`config.mk`:
```
export PLATFORM = sky130hd
export DESIGN_NAME = cu_sequencer
export DESIGN_NICKNAME = d
export VERILOG_FILES = /design/src/rtl/cu_pkg.sv /design/src/rtl/cu_watchdog.sv /design/src/rtl/cu_sequencer.sv
export SDC_FILE = /design/constraint.sdc
export NUM_CORES = 1
export LEC_CHECK = 0
export BUFFER_PORTS_ARGS = -buffer_cell sky130_fd_sc_hd__buf_2
export CAP_MARGIN = 25
export CORE_MARGIN = 2
export CORE_UTILIZATION = 35
export DETAILED_ROUTE_END_ITERATION = 8
export MAX_ROUTING_LAYER = met4
export PLACE_DENSITY = 0.63
export SLEW_MARGIN = 20
export SYNTH_ARGS = -nofsm -noshare
export SYNTH_HDL_FRONTEND = slang
export SYNTH_SLANG_ARGS = --single-unit
```
`constraint.sdc`:
```
create_clock -name soc_clk -period 6.6 [get_ports soc_clk]
set_clock_uncertainty 0.15 [all_clocks]
set_input_delay 0.33 -clock soc_clk [delete_from_list [all_inputs] [get_ports soc_clk]]
set_output_delay 0.33 -clock soc_clk [all_outputs]
set_load 0.02 [all_outputs]
```
`src/rtl/cu_pkg.sv`:
```
// Shared types and constants for the control-unit instruction sequencer.
package cu_pkg;

  // Sequencer phases
  typedef enum logic [2:0] {
    FETCH  = 3'd0,
    DECODE = 3'd1,
    EXEC   = 3'd2,
    COMMIT = 3'd3,
    HALT   = 3'd4
  } cu_state_e;

  // Encoded reason for entering HALT
  typedef enum logic [2:0] {
    CAUSE_NONE       = 3'd0,
    CAUSE_ERR        = 3'd1,
    CAUSE_ECALL      = 3'd2,
    CAUSE_EBREAK     = 3'd3,
    CAUSE_PC_OOB     = 3'd4,
    CAUSE_MISALIGNED = 3'd5,
    CAUSE_TIMEOUT    = 3'd6
  } cu_halt_e;

  localparam int unsigned INSTR_BYTES = 4;
  // Number of PC low bits that must be zero for an aligned instruction
  localparam int unsigned ALIGN_W     = $clog2(INSTR_BYTES);

endpackage

```
`src/rtl/cu_watchdog.sv`:
```
// Per-state wait watchdog: counts cycles spent in a waiting state and flags
// the cycle in which the count reaches its all-ones limit.
module cu_watchdog #(
  parameter int unsigned WDT_W = 8
) (
  input  logic clk,
  input  logic rst,
  input  logic clear,
  input  logic count,
  output logic expired
);

  localparam logic [WDT_W-1:0] LIMIT = '1;
  localparam logic [WDT_W-1:0] LAST  = LIMIT - WDT_W'(1);

  logic [WDT_W-1:0] cnt;
  logic [WDT_W-1:0] base;

  // clear marks the first cycle of a new state, so counting restarts from zero
  assign base    = clear ? '0 : cnt;
  // This cycle is the one that brings the count up to LIMIT
  assign expired = count && (base == LAST);

  // Cycle counter, idle at zero whenever not counting
  always_ff @(posedge clk or posedge rst) begin
    if (rst) begin
      cnt <= '0;
    end else if (count) begin
      cnt <= base + WDT_W'(1);
    end else begin
      cnt <= '0;
    end
  end

endmodule

```
`src/rtl/cu_sequencer.sv`:
```
// Handshake-driven instruction-cycle sequencer with PC ownership and sticky
// halt-cause reporting. Optional macro CU_PERF_CNT_EN adds cycle/instret
// performance counters.
module cu_sequencer
  import cu_pkg::*;
#(
  parameter int unsigned     XLEN     = 32,
  parameter logic [XLEN-1:0] RESET_PC = '0,
  parameter int unsigned     PC_LIMIT = 512,
  parameter int unsigned     WDT_W    = 8
) (
  input  logic            soc_clk,
  input  logic            reset,
  output logic            fetch_req,
  input  logic            fetch_ready,
  output logic            decode_start,
  input  logic            idu_ready,
  input  logic            idu_stall,
  input  logic            is_ecall,
  input  logic            is_ebreak,
  output logic            alu_start,
  input  logic            alu_done,
  input  logic            err_in,
  input  logic [XLEN-1:0] pc_inc,
  input  logic            branch_taken,
  input  logic [XLEN-1:0] branch_target,
  input  logic            jump,
  input  logic [XLEN-1:0] jump_target,
  output logic [XLEN-1:0] pc_out,
  output logic            retire,
  output logic [2:0]      state_out,
  output logic            halted,
  output logic [2:0]      halt_cause
`ifdef CU_PERF_CNT_EN
  ,
  output logic [63:0]     cycle_cnt,
  output logic [63:0]     instret_cnt
`endif
);

  localparam logic [XLEN:0] PC_LIMIT_EXT = (XLEN+1)'(PC_LIMIT);

  cu_state_e       state;
  logic [XLEN-1:0] pc;
  logic            entered;
  logic [XLEN:0]   seq_sum;
  logic [XLEN:0]   next_pc;
  logic            misaligned;
  logic            out_of_range;
  logic            wdt_count;
  logic            wdt_expired;

  assign pc_out    = pc;
  assign state_out = state;

  // Sequential sum keeps the carry so wrap-around is caught as out of range
  assign seq_sum = {1'b0, pc} + {1'b0, pc_inc};

  // Next-PC select: jump > taken branch > sequential; jumps clear bit 0
  always_comb begin
    next_pc = seq_sum;
    if (jump) begin
      next_pc = {1'b0, jump_target[XLEN-1:1], 1'b0};
    end else if (branch_taken) begin
      next_pc = {1'b0, branch_target};
    end
  end

  assign misaligned   = |next_pc[ALIGN_W-1:0];
  assign out_of_range = next_pc[XLEN] | (next_pc >= PC_LIMIT_EXT);

  assign wdt_count = (state == FETCH) || (state == DECODE) || (state == EXEC);

  cu_watchdog #(
    .WDT_W (WDT_W)
  ) u_wdt (
    .clk     (soc_clk),
    .rst     (reset),
    .clear   (entered),
    .count   (wdt_count),
    .expired (wdt_expired)
  );

  // Sequencer FSM; every output is registered alongside the state change
  always_ff @(posedge soc_clk or posedge reset) begin
    if (reset) begin
      state        <= FETCH;
      pc           <= RESET_PC;
      halted       <= 1'b0;
      halt_cause   <= CAUSE_NONE;
      fetch_req    <= 1'b1;
      decode_start <= 1'b0;
      alu_start    <= 1'b0;
      retire       <= 1'b0;
      entered      <= 1'b0;
    end else begin
      decode_start <= 1'b0;
      alu_start    <= 1'b0;
      retire       <= 1'b0;
      entered      <= 1'b0;
      if (state != HALT) begin
        if (err_in) begin
          state      <= HALT;
          halted     <= 1'b1;
          halt_cause <= CAUSE_ERR;
          fetch_req  <= 1'b0;
          entered    <= 1'b1;
        end else if (wdt_expired) begin
          state      <= HALT;
          halted     <= 1'b1;
          halt_cause <= CAUSE_TIMEOUT;
          fetch_req  <= 1'b0;
          entered    <= 1'b1;
        end else begin
          case (state)
            FETCH: begin
              if (fetch_ready) begin
                state        <= DECODE;
                decode_start <= 1'b1;
                fetch_req    <= 1'b0;
                entered      <= 1'b1;
              end
            end
            DECODE: begin
              if (idu_ready && !idu_stall) begin
                entered <= 1'b1;
                if (is_ebreak) begin
                  state      <= HALT;
                  halted     <= 1'b1;
                  halt_cause <= CAUSE_EBREAK;
                end else if (is_ecall) begin
                  state      <= HALT;
                  halted     <= 1'b1;
                  halt_cause <= CAUSE_ECALL;
                end else begin
                  state     <= EXEC;
                  alu_start <= 1'b1;
                end
              end
            end
            EXEC: begin
              if (alu_done) begin
                state   <= COMMIT;
                entered <= 1'b1;
              end
            end
            COMMIT: begin
              entered <= 1'b1;
              if (misaligned) begin
                state      <= HALT;
                halted     <= 1'b1;
                halt_cause <= CAUSE_MISALIGNED;
              end else if (out_of_range) begin
                state      <= HALT;
                halted     <= 1'b1;
                halt_cause <= CAUSE_PC_OOB;
              end else begin
                pc        <= next_pc[XLEN-1:0];
                retire    <= 1'b1;
                state     <= FETCH;
                fetch_req <= 1'b1;
              end
            end
            default: begin
            end
          endcase
        end
      end
    end
  end

`ifdef CU_PERF_CNT_EN
  // Performance counters, frozen once the sequencer has halted
  always_ff @(posedge soc_clk or posedge reset) begin
    if (reset) begin
      cycle_cnt   <= 64'd0;
      instret_cnt <= 64'd0;
    end else if (state != HALT) begin
      cycle_cnt <= cycle_cnt + 64'd1;
      if (retire) begin
        instret_cnt <= instret_cnt + 64'd1;
      end
    end
  end
`else
  // No performance counters in this build
`endif

endmodule
```
==> summary.md <==
| Metric | Value |
|---|---|
| Final core occ | `0.438` |
| Filler cell count | `1,386` |
| Design area | `5850 sq um` |
| Share of the synthesized area in the top cell type | `0.264` |
| IO buf count | `148` |
| Critical path capture point type | `flop` |
| Cell Pwr Density | `133 nW/um^2` |
| Final Worst Setup Slack | `2.06 ns` |
| Final period util | `0.688` |
| Cell variety after synth | `74` |
| RSZ-0062 raised after global routing | `false` |
| Count of final max-slew check failures | `0` |
| CP startpoint kind | `flop` |
| Synth Cell Area | `4830 sq um` |
| Die width | `122 um` |
| Cell taking the most area after synthesis | `dfrtp_1` |
| Post-route ant nets | `0` |
| Net Sw Frac | `0.284` |
| Later-pin clock latency in the skew report | `0.31 ns` |
| Row count | `42` |
| Most common cell after layout, fill and taps aside | `buf_2` |
| Endpoints failing hold | `0` |
| Antenna violations before repair | `0` |
| TritonCTS clock tree | `yes` |
| Crit-path cells | `ha_1 -> inv_1 -> fa_1 -> nand2b_1 -> a21oi_2 -> o21bai_1 -> a211oi_2 -> o22ai_1 -> xnor2_1 -> a2111oi_1 -> o2111ai_2 -> nor4_4 -> buf_4 -> mux2_2` |
| Vias in the first global route | `4,927` |
| Setup Viol. Count Final | `0` |
| CP Max Fanout | `18` |
| CTS max path bufs | `2` |
| Final net count | `878` |
| Router iterations before antenna repair | `5` |
| Maxcap violations | `0` |
| Synth area leaders | `dfrtp_1 (26%), ha_1 (8.8%), a21oi_1 (6.1%)` |
| Avg Cell Area, Syn | `7.91 sq um` |
| #FFs+latches synth | `52` |
| Via count | `5,082` |
| GPL Wtd Cong | `0.954` |
| Int Pwr | `0.558 mW` |
| Min-delay worst type | `input pin to asynchronous set/reset pin` |
| Synth Flop Type | `dfrtp_1` |
| Register area | `1300 sq um` |
| Critical path arrival | `4.59 ns` |
| Placed cell count | `905` |
| Core Footprint | `13,300 sq um` |
| CTS root buf | `clkbuf_16` |
| All-Layer GR Usage | `0.220` |
| Dpl hpwl | `12.5 mm` |
| Number of DRC markers in iteration 0 | `321` |
| Most frequent cells in the layout | `buf_2 (148), a21oi_1 (59), nor2_1 (59), nand2_1 (56), dfrtp_1 (51)` |
| Starting Density | `0.362` |
| Worst path required time | `6.65 ns` |
| Area grow syn2layout | `21.0%` |
| Worst slew pin tran | `0.734 ns` |
| Pre-CTS setup slack | `2.06 ns` |
| Total Neg Setup Slack | `0 ns` |
| Clock Sinks | `52` |
| Comb pwr share | `0.173` |
| Area after DPL | `5680 sq um` |
| Post-synthesis sequential area ratio | `0.269` |
| Non-filler cells, final | `913` |
| Worst slew margin | `0.498` |
| Sequential share of power | `0.410` |
| Highest Clock Rate | `220 MHz` |
| Resized Gates After CTS | `0` |
| H-tree depth | `2` |
| Grt ovf | `0` |
| FFs w/ async S/R, synth | `1.00` |
| Largest net degree at the start of global routing | `53` |
| Drt via density | `5.57` |
| WL/cell | `17.1 um` |
| Clock power share | `0.416` |
| Leak | `2.78 nW` |
| Worst-path clk slew | `0.08 ns` |
| First-pass GRT wire length | `24.9 mm` |
| I/O Pins | `150` |
| Syn nets | `753` |
| Area of the multi-input gates | `3310 sq um` |
| EDFF count, synth | `0` |
| Outcome | `finished clean` |
| Post-Synthesis Cells | `611` |
| Final wirelength | `15.6 mm` |
| Largest stage delay, worst path | `0.49 ns` |
| ANT cells | `0` |
| Min Tclk post-route | `4.54 ns` |
| Yosys warns | `0` |
| Postcts setup bufs | `0` |
| Cts hold-fix bufs | `0` |
| DIE AREA | `14,800 sq um` |
| Share of cells above drive strength 1 | `0.252` |
| Setup Crit Path Kind | `flop to flop` |
| Switching Power | `0.222 mW` |
| Peak supply drop | `0.000108 V` |
| DR DRC count | `0` |
| Worst path slowest cell | `a2111oi_1` |
| Cts bufs inserted | `5` |
| Die height | `122 um` |
## per-layer routing
metal	up-vias	routed length [um]	track usage
met5	-	0	-
met4	0	299	0.0647
met3	21	909	0.0338
met2	190	7100	0.336
met1	2373	7320	0.303
li1	2498	-	-
## cells by family after synthesis
kind of cell | synth area share
AO/OA/AOI/OAI | 0.264
XOR/XNOR | 0.0290
adder cells (fa/ha/maj) | 0.0922
buffers and inverters | 0.0456
flip-flops | 0.269
multiplexers | 0.0386
AND/OR/NAND/NOR | 0.262
## flip-flops by register name, summed over array words and instances, names as in the netlist
name          cells
halt_cause        3
pc_out           32
fetch_req         1
state_out         3
halted            1
u_wdt.cnt         8
decode_start      1
alu_start         1
retire            1
entered           1
## synthesized netlist by cell type, drive strengths merged, types with 4 or more instances
cell type / instances
nor2: 59
nand4: 22
nand2: 56
xor2: 9
or2: 4
a21o: 5
nor3: 17
a2111oi: 8
clkbuf: 24
buf: 9
o2111ai: 5
o21a: 10
a21oi: 61
nand3: 9
nor4: 12
or3: 7
dfrtp: 51
inv: 21
mux2i: 4
and3: 4
o211ai: 7
mux2: 13
nor2b: 33
o21ai: 49
o21bai: 4
a211oi: 8
nand2b: 10
xnor2: 7
o31ai: 4
o22ai: 4
ha: 34
## power by group through the flow
stage                     clock network, mW  registers (mW)  logic, mW
after CTS                             0.336           0.320      0.135
final                                 0.325           0.320      0.135
after global placement                    0           0.327      0.133
after global routing                  0.349           0.320      0.151
after floorplan                           0           0.328     0.0774
after detailed placement                  0           0.326      0.135
## metrics by stage
| stage | power (mW) | hold slack (ns) |
|---|---|---|
| after floorplan | 0.405 | 0.316 |
| after global placement | 0.459 | 0.326 |
| after detailed placement | 0.461 | 0.334 |
| after CTS | 0.791 | 0.0837 |
| after global routing | 0.820 | 0.120 |
| final | 0.780 | 0.0550 |
## worst paths after layout
kind,from,slack (ns),cells after the start,end
worst max-delay path,pc_out[0],2.06,14,pc_out[8]
worst min-delay path,reset,0.06,3,pc_out[14]
worst max register to register,pc_out[0],2.06,14,pc_out[8]
worst min register to register,halted,0.34,2,halted
max in group asynchronous,reset,5.79,3,retire
min in group soc_clk,fetch_ready,0.13,3,decode_start
## critical path, delay by kind of cell (launching register included)
kind	cells	cell delay (ns)
AO/OA/AOI/OAI	6	1.93
adder cells (fa/ha/maj)	2	0.61
AND/OR/NAND/NOR	2	0.44
flip-flops	1	0.38
multiplexers	1	0.36
buffers and inverters	2	0.35
XOR/XNOR	1	0.20
## area by class of cell
cell class | count | area share
repair buffers | 151 | 0.130
clock inverters | 3 | 0.00855
well taps | 176 | 0.0376
inverters | 21 | 0.0135
multi-input cells | 505 | 0.566
flip-flops and latches | 52 | 0.223
clock buffers | 5 | 0.0214
Note: power is estimated with default switching activity, not from simulation.
